File: src/rtl/tile_scroll_gen_if.sv
// Pixel-side bundle for the scrolling tile generator: beam coordinate,
// frame strobe, scroll/tile configuration and the registered colour output.
interface tile_scroll_gen_if #(
    parameter int X_W    = 10,
    parameter int Y_W    = 10,
    parameter int STEP_W = 3
);
    logic              pattern_enable;
    logic [X_W-1:0]    x;
    logic [Y_W-1:0]    y;
    logic              next_frame;
    logic [STEP_W-1:0] step_size;
    logic [1:0]        dir;
    logic [1:0]        mode;
    logic [5:0]        fg_color;
    logic [5:0]        bg_color;
    logic [5:0]        rgb;

    // The timing/control side drives coordinates and configuration
    modport master (
        output pattern_enable, x, y, next_frame, step_size, dir, mode,
               fg_color, bg_color,
        input  rgb
    );

    // The generator consumes them and returns the pixel colour
    modport slave (
        input  pattern_enable, x, y, next_frame, step_size, dir, mode,
               fg_color, bg_color,
        output rgb
    );
endinterface

File: src/rtl/tile_scroll_gen.sv
// Scrolling tile-pattern generator. Keeps fixed-point scroll accumulators
// that advance once per frame. It maps the beam coordinate through the
// integer offsets onto a tile grid and emits a registered 6-bit colour.
// Configuration is shadowed at the frame boundary, so mid-frame edits stay
// invisible until the next frame starts.
module tile_scroll_gen #(
    parameter int X_W       = 10,
    parameter int Y_W       = 10,
    parameter int TILE_LOG2 = 5,
    parameter int STEP_W    = 3,
    parameter int FRAC_BITS = 2,
    parameter int OFFSET_W  = 10
) (
    input logic             clk,
    input logic             rst,
    tile_scroll_gen_if.slave bus
);

    localparam int ACC_W = OFFSET_W + FRAC_BITS;
    localparam int C_W   = (X_W > Y_W) ? X_W : Y_W;

    localparam logic [5:0] FG_RESET = 6'b100100;
    localparam logic [5:0] BG_RESET = 6'b000000;

    typedef enum logic [1:0] {
        DIR_RIGHT = 2'b00,
        DIR_LEFT  = 2'b01,
        DIR_DOWN  = 2'b10,
        DIR_UP    = 2'b11
    } dir_t;

    typedef enum logic [1:0] {
        MODE_CHECKER = 2'b00,
        MODE_VSTRIPE = 2'b01,
        MODE_HSTRIPE = 2'b10,
        MODE_DIAG    = 2'b11
    } mode_t;

    logic [ACC_W-1:0]    acc_x;
    logic [ACC_W-1:0]    acc_y;
    mode_t               mode_q;
    dir_t                dir_q;
    logic [5:0]          fg_q;
    logic [5:0]          bg_q;

    logic [OFFSET_W-1:0] ox;
    logic [OFFSET_W-1:0] oy;
    logic [ACC_W-1:0]    step_ext;
    logic [X_W-1:0]      sx;
    logic [Y_W-1:0]      sy;
    logic [C_W-1:0]      diag_sum;
    logic                tx;
    logic                ty;
    logic                tile_bit;
    logic [5:0]          pixel_next;
    logic                scroll_now;

    // Integer part of each accumulator is the pixel offset; step is unsigned
    assign ox         = acc_x[ACC_W-1:FRAC_BITS];
    assign oy         = acc_y[ACC_W-1:FRAC_BITS];
    assign step_ext   = ACC_W'(bus.step_size);
    assign scroll_now = bus.next_frame && bus.pattern_enable;

    // Accumulators advance along the shadowed direction; the load of dir_q in
    // the same cycle only takes effect for the following frame
    always_ff @(posedge clk) begin
        if (rst) begin
            acc_x <= '0;
            acc_y <= '0;
        end else if (scroll_now) begin
            case (dir_q)
                DIR_RIGHT: acc_x <= acc_x + step_ext;
                DIR_LEFT:  acc_x <= acc_x - step_ext;
                DIR_DOWN:  acc_y <= acc_y + step_ext;
                DIR_UP:    acc_y <= acc_y - step_ext;
                default:   ;
            endcase
        end
    end

    // Configuration shadows reload at every frame boundary, even when disabled
    always_ff @(posedge clk) begin
        if (rst) begin
            mode_q <= MODE_CHECKER;
            dir_q  <= DIR_RIGHT;
            fg_q   <= FG_RESET;
            bg_q   <= BG_RESET;
        end else if (bus.next_frame) begin
            mode_q <= mode_t'(bus.mode);
            dir_q  <= dir_t'(bus.dir);
            fg_q   <= bus.fg_color;
            bg_q   <= bus.bg_color;
        end
    end

    // Scrolled coordinate, tile selection and colour choice for this pixel
    always_comb begin
        sx       = bus.x + X_W'(ox);
        sy       = bus.y + Y_W'(oy);
        diag_sum = C_W'(sx) + C_W'(sy);
        tx       = sx[TILE_LOG2];
        ty       = sy[TILE_LOG2];
        tile_bit = 1'b0;
        case (mode_q)
            MODE_CHECKER: tile_bit = tx ^ ty;
            MODE_VSTRIPE: tile_bit = tx;
            MODE_HSTRIPE: tile_bit = ty;
            MODE_DIAG:    tile_bit = diag_sum[TILE_LOG2];
            default:      tile_bit = 1'b0;
        endcase
        pixel_next = 6'b000000;
        if (bus.pattern_enable) begin
            pixel_next = tile_bit ? fg_q : bg_q;
        end
    end

    // Output colour register, one cycle behind the sampled coordinate
    always_ff @(posedge clk) begin
        if (rst) begin
            bus.rgb <= 6'b000000;
        end else begin
            bus.rgb <= pixel_next;
        end
    end

endmodule
File: src/flat_wrapper.sv
// flat-port wrapper written by rule: the top's interface ports become plain ports
module tile_scroll_gen_flat 
#(
    parameter int X_W       = 10,
    parameter int Y_W       = 10,
    parameter int TILE_LOG2 = 5,
    parameter int STEP_W    = 3,
    parameter int FRAC_BITS = 2,
    parameter int OFFSET_W  = 10
)
  (clk, rst, bus_pattern_enable, bus_x, bus_y, bus_next_frame, bus_step_size, bus_dir, bus_mode, bus_fg_color, bus_bg_color, bus_rgb);
  tile_scroll_gen_if #(.X_W(X_W), .Y_W(Y_W), .STEP_W(STEP_W)) bus_i ();
  input logic clk;
  input logic rst;
  input wire logic [$bits(bus_i.pattern_enable)-1:0] bus_pattern_enable;
  input wire logic [$bits(bus_i.x)-1:0] bus_x;
  input wire logic [$bits(bus_i.y)-1:0] bus_y;
  input wire logic [$bits(bus_i.next_frame)-1:0] bus_next_frame;
  input wire logic [$bits(bus_i.step_size)-1:0] bus_step_size;
  input wire logic [$bits(bus_i.dir)-1:0] bus_dir;
  input wire logic [$bits(bus_i.mode)-1:0] bus_mode;
  input wire logic [$bits(bus_i.fg_color)-1:0] bus_fg_color;
  input wire logic [$bits(bus_i.bg_color)-1:0] bus_bg_color;
  output wire logic [$bits(bus_i.rgb)-1:0] bus_rgb;
  assign bus_i.pattern_enable = bus_pattern_enable;
  assign bus_i.x = bus_x;
  assign bus_i.y = bus_y;
  assign bus_i.next_frame = bus_next_frame;
  assign bus_i.step_size = bus_step_size;
  assign bus_i.dir = bus_dir;
  assign bus_i.mode = bus_mode;
  assign bus_i.fg_color = bus_fg_color;
  assign bus_i.bg_color = bus_bg_color;
  assign bus_rgb = bus_i.rgb;
  tile_scroll_gen #(.X_W(X_W), .Y_W(Y_W), .TILE_LOG2(TILE_LOG2), .STEP_W(STEP_W), .FRAC_BITS(FRAC_BITS), .OFFSET_W(OFFSET_W)) u_core (.clk(clk), .rst(rst), .bus(bus_i));
endmodule
File: config.mk
export PLATFORM = sky130hd
export DESIGN_NAME = tile_scroll_gen_flat
export DESIGN_NICKNAME = d
export VERILOG_FILES = /design/src/rtl/tile_scroll_gen_if.sv /design/src/rtl/tile_scroll_gen.sv /design/src/flat_wrapper.sv
export SDC_FILE = /design/constraint.sdc
export NUM_CORES = 1
export LEC_CHECK = 0
export CAP_MARGIN = 40
export CORE_ASPECT_RATIO = 0.75
export CORE_MARGIN = 2
export CORE_UTILIZATION = 45
export CTS_CLUSTER_SIZE = 40
export DETAILED_ROUTE_END_ITERATION = 8
export PLACE_DENSITY = 0.74
export SLEW_MARGIN = 40
export SYNTH_ARGS = -nofsm -noshare
export SYNTH_HDL_FRONTEND = slang
export SYNTH_SLANG_ARGS = --single-unit
File: constraint.sdc
create_clock -name clk -period 2.8 [get_ports clk]
set_input_delay 0.42 -clock clk [delete_from_list [all_inputs] [get_ports clk]]
set_output_delay 0.42 -clock clk [all_outputs]
set_load 0.005 [all_outputs]
==> flow_results.org, run 1 <==
** Finish
- Of the cells placed in the final design, the portion with a size suffix greater than 1 is 0.199.
- The number of antenna diodes in the final layout is 0.
- Cell area after layout :: between 3000 and 4000 sq um
- Area growth from synthesis to final layout :: 39.3%
- Fill cells in the final layout number 450.
- At the end of the flow, the number of nets in the layout was about 440.
- The finished layout holds ~440 standard cells, fillers aside.

** Synth
- The share of synthesized area in the top cell type comes to 0.305.
- Synth Area per Inst :: ~8.6 sq um
- Ranked by total cell area, the synthesized netlist is headed by dfxtp_1 (30%), ha_1 (15%), mux2i_1 (8.0%).
- Share of the yosys chip area belonging to registers :: 0.305
- Count of mapped cells out of synthesis :: 289
- Synthesized netlist net count :: ~370
- In the synthesized netlist the async set-or-reset flop fraction comes to 0.
- During synthesis, Yosys emitted a total of 0 warnings.
- Cell accounting for the most synthesized area :: dfxtp_1
- Most common cell in the netlist :: dfxtp_1
- Synth Register Bits :: 38
- Leading cell types by count after synthesis :: dfxtp_1 (38), nand2_1 (37), ha_1 (30), a21oi_1 (29), nor2_1 (21)
- The synthesized netlist occupies a cell area of between 2000 and 2500 sq um.
- Count of flip-flops with a built-in enable after synthesis :: 0
- Most used flip-flop cell after synthesis :: dfxtp_1
- Synth unique cells :: 37

** Global routing
- Vias in the first global route :: between 2000 and 2500
- Gr ovfl total :: 0
- The number of antenna violations at the first check in global routing came to 0.
- met2 is the most crowded layer.
- For this run, global-route usage on met3 was measured as 0.0341.
- Entering global routing, the biggest net connects 33 pins.
- Wire length of the first global-routing pass :: between 9 and 10 mm
- For met1 alone, demand over resource in global routing was 0.231.
- GRT Overall Usage :: 0.184
- GR met2 Demand/Resource :: 0.330

** Clock network
- After clock tree synthesis, the clock-pin slew on the worst setup and hold paths is approximately 0.080 ns.
- At the later pin of the worst-skew pair, clock insertion delay measures just under 0.3 ns.
- TritonCTS built the clock tree.
- The clock tree synthesis step divided the H-tree into 2 levels.
- CTS Buf Count :: 5
- Counting every sink on the clock net gives 38.
- No sink is reached through more buffers than the 2 on the longest clock path.
- The tree is rooted in a clkbuf_8.

** Hold path
- Hold Path Stages :: 2
- For hold timing, the worst endpoint is u_core.bus.rgb[1]$_SDFF_PP0_.
- Class of the tightest hold or removal check :: reg -> reg
- In this run the most critical hold path is launched from u_core.bg_q[1]$_SDFFE_PP0P_.

** Worst setup path
- Crit. End Element :: register
- Counting both buffers and inverters, the worst setup path holds a total of 1.
- The worst register-to-register path ends at u_core.bus.rgb[0]$_SDFF_PP0_.
- Startpoint class of the critical path :: input port
- Most numerous cell on the critical path :: a21oi_2
- Critical path's top delay family :: compound AO/OA/AOI/OAI gates
- Worst EP required :: approximately 3.0 ns
- Worst R2R Start :: u_core.acc_y[2]$_SDFFE_PP0P_
- Startpoint of the worst setup timing path :: bus_x[0]
- Counting cells, the worst reg-to-reg path comes to 13.
- The critical path is of the in -> reg type.
- Across all register-to-register paths, the minimum setup slack is -0.01 ns.
- Walking the worst path, the cells encountered are dlygate4sd2_1 > ha_4 > fa_2 > a21o_1 > a21oi_2 > xnor2_1 > ha_1 > a21oi_2 > o21ai_2 > nand2_1 > nor4_2 > a311o_1 > or2_4 > mux2i_2.
- Data arrival time of the critical path :: a little over 3 ns
- Largest fanout on the critical path :: 6
- For this run, the slowest stage of the critical path takes between 0.3 and 0.4 ns.
- Among all stages on the critical path, the largest delay is contributed by fa_2.

** STA
- The final hold violation count is 0.
- Max-slew violation count :: 0
- Across all setup checks in the final design, the least slack found is -0.0491 ns.
- FMAX :: between 300 and 400 MHz
- Adding up every negative setup slack in the final design gives -0.0634 ns.
- Final clock skew :: approximately 0.0022 ns
- Setup repair after global routing could not meet its margin everywhere.
- In this run the tightest slew margin relative to its limit is 0.500.
- For the pin with the worst max-slew slack, the measured transition is between 0.7 and 0.8 ns.
- Min Tclk post-route :: 2.85 ns
- Final Setup Violations :: 2
- Hold is met by approximately 0.46 ns.
- In the finished design, the share of the clock period the worst path needs comes to 1.02.

** Route
- Once detail routing completed, the nets flagged for antenna violations numbered 0.
- After the first detailed-routing iteration, the DRC count stood at ~120.
- DR vias :: roughly 2200
- Via density per instance :: 5.10
- Routed WL per cell :: ~13 um
- For this run, the detailed router's first-pass iteration total came to 4.
- Wires add up to 5.69 mm.
- In the routed design, unresolved DRC markers number 0.

** Power
- In this run the power density over the cells is 455 nW/um^2.
- Static Leakage :: 1.57 nW
- Peak ir drop on the vdd network :: 0.000339 V

** Placement
- Pre-CTS setup slack :: -0.633 ns
- Port buffering added 40 buffers.
- After detailed placement, the design holds a cell count of around 430.
- Detailed Place HPWL :: roughly 4.4 mm
- Routability-driven placement finished with a final weighted congestion of a little under 0.9.
- In this run the cell area measured after placement is ~3200 sq um.

** Status
- Failing checks :: negative setup slack
- The flow ran to the end, but the final reports show violations.

** Die
- After floorplanning, the core was divided into 23 placement rows.
- From left edge to right edge, the die measures 90.0 um.
- The die is approximately 70 um tall.
- Initial Util :: 0.466
- Total I/O pin count :: 49
- The die covers about 6200 sq um.
- After floorplanning, the core was sized to cover about 5400 sq um.

** Flow run
- Across the run, the number of max-cap violations was 0.
==> cell families after synthesis <==
| logic type | synth area share |
|---|---|
| AOI/OAI and AO/OA | 0.168 |
| xor gates and xnor gates | 0.0767 |
| adders and majority gates | 0.183 |
| buffers and inverters | 0.0391 |
| DFF | 0.305 |
| muxes | 0.0802 |
| and+or+nand+nor | 0.149 |
==> layer usage <==
layer,up-vias,share of wire
met5,-,0
met4,0,0.010
met3,6,0.051
met2,52,0.47
met1,1017,0.47
li1,1148,-
==> how the worst max path moves through the flow <==
stage	slack (ns)	cells after the start	end
after global placement	-0.52	13	u_core.bus.rgb[0]$_SDFF_PP0_
after detailed placement	-0.63	14	u_core.bus.rgb[0]$_SDFF_PP0_
after global routing	-0.17	13	u_core.bus.rgb[0]$_SDFF_PP0_
after CTS	-0.0001	14	u_core.bus.rgb[0]$_SDFF_PP0_
final	-0.05	14	u_core.bus.rgb[0]$_SDFF_PP0_
after floorplan	-0.01	13	u_core.bus.rgb[0]$_SDFF_PP0_
==> per-stage QoR <==
step / utilization / power [mW]
2_1_floorplan: - / 0.835
3_3_place_gp: 0.605 / 0.975
3_5_place_dp: 0.605 / 0.988
4_1_cts: 0.632 / 1.57
5_1_grt: 0.649 / 1.66
6_report: 0.649 / 1.58
==> flip-flops by register name, summed over array words and instances, names as in the netlist <==
register	cells
u_core.dir_q	2
u_core.acc_x	8
u_core.fg_q	6
u_core.bg_q	6
u_core.mode_q	2
u_core.bus.rgb	6
u_core.acc_y	8
==> report_power, final <==
group | internal, mW | switching (mW)
logic | 0.223 | 0.188
clock network | 0.380 | 0.200
registers | 0.568 | 0.0211
==> worst min-delay path: stages, from the launching register on <==
cell     delay (ns)
dfxtp_1        0.32
nand2_1        0.06
o21ai_1        0.05
==> final cells by class <==
class,count,area (sq um),area share
tap,75,93.8,0.0270
clock buffer,6,82.6,0.0238
multi-input combinational,227,1770,0.508
clock inverter,2,60.1,0.0173
sequential,38,762,0.219
inverter,14,52.6,0.0151
timing repair buffer,74,658,0.189
==> cell usage in the layout, fill, tap and decap left out, drive strengths merged <==
cell,n
or3,3
a311o,1
fa,4
nand2,37
nor3,5
dfxtp,38
or2,3
nand2b,3
ha,30
dlymetal6s2s,1
o21ai,15
a21oi,30
o211ai,4
clkdlybuf4s50,35
inv,14
nor4,1
nor2b,5
clkdlybuf4s15,1
clkbuf,6
buf,34
xor2,9
bufinv,2
xnor2,12
o31a,1
a21o,4
nand3b,1
dlygate4sd2,3
a211oi,6
a31o,1
and3,2
a211o,2
mux2i,20
o21bai,4
nand3,3
nor2,21
==> timing repair <==
action / in CTS / in global routing
endpoints found under the setup margin: 8 / 10
resized for setup: 10 / 17
hold buffers: 0 / 0
cloned: 0 / 0
buffers inserted: 0 / 1
pin swaps: 5 / 7
No activity file was read; power rests on OpenSTA's default activity.
==> run 2: changes to the inputs <==
--- a/config.mk
+++ b/config.mk
@@ -11,7 +11,7 @@
 export CORE_UTILIZATION = 45
 export CTS_CLUSTER_SIZE = 40
 export DETAILED_ROUTE_END_ITERATION = 8
-export PLACE_DENSITY = 0.74
+export PLACE_DENSITY = 0.85
 export SLEW_MARGIN = 40
 export SYNTH_ARGS = -nofsm -noshare
 export SYNTH_HDL_FRONTEND = slang
==> run 2 against run 1 <==
Net effect:
- the flow now finishes without violations
- clock skew grew 0.0080 ns
- non-clock buffer count grew 2
- count of clock-buffer cells in the layout is the same
- critical path type unchanged
- largest power group unchanged
==> flow_results.org, run 2 (synthesized netlist as in run 1, its figures left out) <==
** Worst setup path
- Worst setup path category :: in -> reg
- In this run the number of cells on the critical path is 14.
- Slowest cell on crit path :: fa_2
- Data arrival time of the critical path :: ~3 ns
- Data on the critical path is required at its endpoint by slightly above 3 ns.
- The signal on the critical path passes through dlygate4sd2_1 > ha_4 > fa_2 > a21o_1 > a21oi_2 > xnor2_1 > ha_1 > a21oi_2 > o21ai_2 > nand2_1 > nor4_1 > a311o_1 > or2_4 > mux2i_1.
- In this design, the stage delay of the slowest critical-path cell is around 0.33 ns.
- Largest fanout on the critical path :: 6
- Crit. End Element :: register
- R2r setup slk :: about 0.017 ns
- Sum of buffers and inverters on the critical path :: 1
- STA classifies the critical path startpoint as an input port.
- Count of cells along the worst register-to-register path :: 13
- Critical path's top delay family :: compound AO/OA/AOI/OAI gates
- Most numerous cell on the critical path :: a21oi_2

** STA
- Setup violations remaining at the end of the flow were counted as 0.
- RSZ-0062 raised after global routing :: yes
- Headroom to the max-slew limit came out at 0.500.
- FMAX :: roughly 360 MHz
- The final hold violation count was 0.
- In the finished design, the share of the clock period the worst path needs comes to 0.994.
- Across the routed clock network, the largest skew measured is between 0.01 and 0.015 ns.
- Max-slew violation count :: 0
- Once routing completed, OpenROAD measured the worst setup slack at 0.0172 ns.
- Slew at the pin with the worst max-slew slack :: between 0.7 and 0.8 ns
- Min Tclk post-route :: 2.78 ns

** Hold path
- Hold Path Stages :: 2
- The min-delay analysis places its worst path in the category reg -> reg.

** Finish
- The library cell used most frequently in the layout, excluding fill and tap cells, is nand2_1.
- Commonest non-fill, non-tap cells in the layout :: nand2_1 (37), buf_4 (36), dfxtp_1 (36), clkdlybuf4s50_1 (35), ha_1 (26)
- Antenna Diode Count :: 0
- Number of standard cells in the final layout excluding fillers :: 438
- Area of combinational cells with multiple inputs :: 1760 sq um
- Counting the fill cells in the layout gives ~420.
- Of the cells placed in the final design, the portion with a size suffix greater than 1 is 0.212.
- At the end of the flow, the number of nets in the layout was approximately 440.
- Across the whole layout, storage elements account for ~760 sq um.
- The area growth from synthesis to layout is 39.5%.
- Largest regs :: u_core.acc_x (8), u_core.acc_y (8)

** Flow run
- Across the run, the number of max-cap violations was 0.

** Global routing
- Vias in the first global route :: 2140
- After global routing the overflow that remains totals 0.
- For this run, the total global-route usage over all layers was measured as 0.201.
- The number of antenna violations at the first check in global routing was 0.
- The first global-routing pass estimated about 10 mm of wire.
- Entering global routing, the biggest net connects 33 pins.

** Route
- Via density per instance :: 5.12
- The routed layout has ~2200 vias.
- Routed WL per cell :: between 10 and 15 um
- The detailed router finished its first iteration with between 100 and 150 violations.
- Final wirelength :: approximately 6.3 mm
- For this run, design rule violations remaining after detail routing come to 0.
- DRT antenna net count :: 0
- Before antenna repair, the detailed router went through 5 iterations.

** Clock network
- The H-tree was split into 2 levels.
- Clock tree synthesis selected as its root buffer the cell clkbuf_8.
- Longest Clk Path Bufs :: 2
- The number of clock buffers added by TritonCTS is 5.
- Clock-pin slew was measured on the worst setup and hold paths at around 0.08 ns.
- In this run, post-CTS hold repair placed 0 buffers.
- Insertion delay to the later sink of the worst-skew pair :: about 0.30 ns
- TritonCTS built the clock tree.
- Clock sinks :: 38

** Placement
- I/O Buffers :: 40
- In this run, placement finished with an instance count of ~430.
- Global placer's final weighted congestion :: 0.857
- Pre-CTS setup slack :: -0.587 ns
- Detailed placement ended at an HPWL of between 4 and 5 mm.

** Die
- Row generation in the floorplan step produced 23 rows.
- CORE AREA :: between 5000 and 6000 sq um
- Initial Util :: 0.466
- Die Height :: roughly 68 um
- The die covers ~6200 sq um.
- 49 I/O pins were placed.
- Die W :: between 80 and 90 um

** Power
- Peak ir drop on the vdd network :: about 0.00032 V
- After layout, the design draws a total of 1.60 mW.
- Static Leakage :: between 1.5 and 2 nW
- Power density over cell area :: between 400 and 500 nW/um^2

** Status
- The flow ran to the end, and the final reports show no timing, DRC or antenna violations.
-- run 2: final cells by class --
type                       count  share of cell area
timing repair buffer          76               0.192
sequential                    38               0.219
multi-input combinational    227               0.506
tap                           75              0.0270
clock inverter                 2              0.0173
clock buffer                   6              0.0237
inverter                      14              0.0151
-- run 2: path summary, 6_finish.rpt --
check / endpoint / start
worst min register to register: u_core.bus.rgb[4]$_SDFF_PP0_ / u_core.bg_q[4]$_SDFFE_PP0P_
worst max-delay path: u_core.bus.rgb[5]$_SDFF_PP0_ / bus_y[0]
worst min-delay path: u_core.bus.rgb[4]$_SDFF_PP0_ / u_core.bg_q[4]$_SDFFE_PP0P_
worst max register to register: u_core.bus.rgb[5]$_SDFF_PP0_ / u_core.acc_x[2]$_SDFFE_PP0P_
-- run 2: worst register-to-register path, cell delays in order, from the launching register on --
cell and delay, ns:
dfxtp_2 0.35, ha_4 0.16, fa_2 0.35, a21o_1 0.18, a21oi_2 0.15, xnor2_1 0.13, ha_1 0.27, a21oi_2 0.14
o21ai_2 0.08, nand2_1 0.08, nor4_1 0.05, a311o_1 0.30, or2_4 0.28, mux2i_1 0.19
-- run 2: power by group --
| group | switching (mW) | internal, mW |
|---|---|---|
| registers | 0.0224 | 0.569 |
| clock network | 0.209 | 0.380 |
| logic | 0.194 | 0.228 |
| total | 0.426 | 1.18 |
-- run 2: timing repair --
item                       in CTS  in global routing
setup endpoints to repair       8                 11
resized for setup              13                 15
pin swaps                      12                 10
gates cloned                    0                  0
buffers inserted                1                  1
-- run 2: metrics by stage --
stage	hold slack, ns	TNS (ns)	instance area (sq um)	utilization
6_report	0.463	0	3480	0.650
3_5_place_dp	0.447	-4.54	3240	0.606
3_3_place_gp	0.441	-3.69	3240	0.606
4_1_cts	0.466	-0.0160	3400	0.635
5_1_grt	0.489	-0.540	3480	0.650
2_1_floorplan	0.428	-0.0251	2540	-
-- run 2: routing by layer --
layer  part of all wire  vias up  global-route usage
met5                  0        -                   0
met4              0.016        0              0.0712
met3              0.056       13              0.0297
met2               0.48       63               0.361
met1               0.44     1021               0.253
li1                   -     1146                   -
==> run 3: changes to the inputs <==
--- a/config.mk
+++ b/config.mk
@@ -11,7 +11,8 @@
 export CORE_UTILIZATION = 45
 export CTS_CLUSTER_SIZE = 40
 export DETAILED_ROUTE_END_ITERATION = 8
-export PLACE_DENSITY = 0.85
+export MAX_ROUTING_LAYER = met4
+export PLACE_DENSITY = 0.74
 export SLEW_MARGIN = 40
 export SYNTH_ARGS = -nofsm -noshare
 export SYNTH_HDL_FRONTEND = slang
==> run 3 against run 2 <==
Net effect:
- the run now ends with negative setup slack left
- via count is 0.71% lower
- combinational power is 2% lower
- hold slack worse by 0.0051 ns
- register-to-register slack worse by 0.03 ns
- die area stayed put
- clock skew is 0.0070 ns lower
- first-iteration DRC count is 9.1% lower
- critical path type unchanged
- critical endpoint is now u_core.bus.rgb[0]$_SDFF_PP0_
- highest routed layer unchanged
==> flow_results.org, run 3 (synthesized netlist as in run 1, its figures left out) <==
** Placement
- The placed instances occupy a cell area of roughly 3200 sq um.
- Once placement completed, the tool counted placed cells totaling between 400 and 500.
- Global placer's final weighted congestion :: 0.888
- I/O Buffers :: 40
- Summed over all nets, the half-perimeter wirelength after detailed placement is around 4.4 mm.

** Clock network
- TritonCTS built the clock tree.
- The longest clock path from root to sink contains 2 buffers.
- The tree built by TritonCTS fans out to 38 sinks.
- The root buffer cell chosen for the clock tree is clkbuf_8.
- In this run, CTS created clock tree buffers numbering 5.
- Clk pin slew, worst setup/hold paths :: 0.08 ns
- Insertion delay to the later sink of the worst-skew pair :: 0.29 ns
- H-tree levels :: 2
- Number of hold-repair buffers added at the cts stage :: 0

** STA
- The routed design could run at a clock period as short as between 2 and 3 ns.
- RSZ-0062 raised after global routing :: yes
- Final hold analysis gives a worst-case slack of ~0.46 ns.
- The count of final max-slew check failures was 0.
- Across the routed clock network, the largest skew measured is approximately 0.0031 ns.
- Based on the critical path, the design can be clocked at up to ~350 MHz.
- Worst rel slew slack :: 0.500
- Setup slack on the critical path of the routed design comes to -0.0450 ns.
- Slew at the pin with the worst max-slew slack :: 0.748 ns
- Final Setup Violations :: 2
- Post-route fraction of the period consumed by the critical path :: 1.02
- The final hold violation count was 0.

** Global routing
- The first global-routing pass estimated 9.04 mm of wire.
- After global routing the overflow that remains totals 0.
- Vias in the first global route :: about 2100
- GRT Overall Usage :: 0.189
- The number of antenna violations at the first check in global routing was 0.
- Maximum number of pins on one net before global-route repair :: 33

** Power
- Fraction of power consumed by combinational cells :: 0.260
- In this run the power density over the cells is roughly 460 nW/um^2.
- Summed over all nets, the switching power comes to 0.410 mW.
- The completed layout was analyzed and its total power is between 1.5 and 2 mW.
- IR analysis of the VDD net gives a maximum drop of between 0.0003 and 0.0004 V.
- Of the total power, the share spent switching nets is 0.259.
- Relative contribution of sequential cells to total power :: 0.373
- Clk network pwr share :: 0.367
- Internal cell power :: roughly 1.2 mW
- Static Leakage :: about 1.6 nW

** Finish
- Antenna Diode Count :: 0
- In the final layout, the multi-input gates occupy 1770 sq um.
- Number of standard cells in the final layout excluding fillers :: between 400 and 500
- For this run, the share of the core covered by cells in the final layout is 0.649.
- Combined flip-flop and latch cell area :: 762 sq um
- Fill cell total of the finished layout :: between 400 and 500
- Area growth from synthesis to final layout :: 39.3%
- Final net count :: approximately 440
- In the final layout, the share of cells above drive strength 1 is 0.199.
- Summing all non-filler instances in the final layout gives an area of approximately 3500 sq um.
- The largest registers in the layout are u_core.acc_x (8), u_core.acc_y (8).
- In the layout the commonest cells are nand2_1 (37), dfxtp_1 (37), clkdlybuf4s50_1 (35), buf_4 (33), ha_1 (27).

** Worst setup path
- Startpoint class of the critical path :: input port
- On the critical path, the stage with the largest delay is an instance of fa_2.
- The signal on the critical path passes through dlygate4sd2_1 > ha_4 > fa_2 > a21o_1 > a21oi_2 > xnor2_1 > ha_1 > a21oi_2 > o21ai_2 > nand2_1 > nor4_2 > a311o_1 > or2_4 > mux2i_2.
- Worst setup path category :: in -> reg
- Among the stages of the critical path, the cell type that occurs most often is a21oi_2.
- Crit. End Element :: register
- The largest single stage delay on the critical path is between 0.3 and 0.4 ns.
- Largest fanout on the critical path :: 6
- Worst EP required :: about 3.0 ns
- STA puts the critical path data arrival time at 3.03 ns.

** Route
- Dividing the detail-routed wire length by the instance count gives 13.0 um.
- DRT antenna net count :: 0
- Pre-antenna DRT Iters :: 4
- Final wirelength :: approximately 5.7 mm
- Via density per instance :: approximately 5.1
- Number of remaining DRC errors :: 0
- DR vias :: 2227
- For this block, the initial DRC count from the detailed router was 120.

** Die
- The total area inside the core boundary comes to between 5000 and 6000 sq um.
- Rows :: 23
- Die W :: about 90 um
- The initial utilization of the core area, before any placement, comes to 0.466.
- From bottom edge to top edge, the die measures a little under 70 um.
- During I/O placement, the number of pins put on the boundary was just under 50.
- Die Outline Area :: around 6200 sq um

** Hold path
- Class of the tightest hold or removal check :: reg -> reg

** Status
- Run status :: complete, but fails checks
- The checks that failed: negative setup slack.

** Flow run
- The tool flagged a number of max-cap violations equal to 0.
run 3: changes by cell type in the layout (fill, tap and decap cells not counted), moves of 2 or more:
cell	change
o21ai_1	-2
a21oi_1	+2
buf_4	-3
a21oi_2	-2
o21ai_2	+2
run 3: power groups by stage:
| stage | registers, mW | logic [mW] | clock network [mW] |
|---|---|---|---|
| 6_report | 0.589 | 0.411 | 0.581 |
| 5_1_grt | 0.593 | 0.457 | 0.606 |
| 4_1_cts | 0.590 | 0.391 | 0.588 |
| 3_5_place_dp | 0.602 | 0.386 | 0 |
| 3_3_place_gp | 0.601 | 0.374 | 0 |
| 2_1_floorplan | 0.596 | 0.239 | 0 |
run 3: cell type report:
cell class,count,area share
inverters,14,0.0151
clock buffers,6,0.0238
flip-flops and latches,38,0.219
multi-input cells,227,0.508
repair buffers,74,0.189
well taps,75,0.0270
clock inverters,2,0.0173
run 3: through the flow:
step	setup TNS (ns)	setup WS [ns]
after CTS	-0.000132	-0.000132
after global placement	-3.78	-0.517
after floorplan	-0.0251	-0.0125
after global routing	-0.872	-0.167
final	-0.0551	-0.0450
after detailed placement	-4.81	-0.633
run 3: path summary, 6_finish.rpt:
path	from	to	slack [ns]	depth (start not counted)
worst max-delay path	bus_x[0]	u_core.bus.rgb[0]$_SDFF_PP0_	-0.05	14
worst max register to register	u_core.acc_y[2]$_SDFFE_PP0P_	u_core.bus.rgb[0]$_SDFF_PP0_	-0.01	13
worst min register to register	u_core.bg_q[1]$_SDFFE_PP0P_	u_core.bus.rgb[1]$_SDFF_PP0_	0.46	2
worst min-delay path	u_core.bg_q[1]$_SDFFE_PP0P_	u_core.bus.rgb[1]$_SDFF_PP0_	0.46	2
run 3: worst max-delay path, delay by kind of cell:
kind / cells / cell delay [ns]
compound gates: 5 / 0.84
simple gates: 3 / 0.45
mux: 1 / 0.16
buf+inv: 1 / 0.26
fa+ha+maj: 3 / 0.78
xor+xnor: 1 / 0.13
run 3: metal layers:
layer,part of all wire,up-vias,track usage
met5,0,-,-
met4,0.0076,0,0.0577
met3,0.060,5,0.0341
met2,0.47,60,0.330
met1,0.46,1014,0.231
li1,-,1148,-
run 3: repair_timing:
item | 4_1_cts | 5_1_grt
pin swaps | 5 | 7
setup buffers | 0 | 1
gates cloned | 0 | 0
gates resized for setup | 10 | 17
endpoints found under the setup margin | 8 | 10
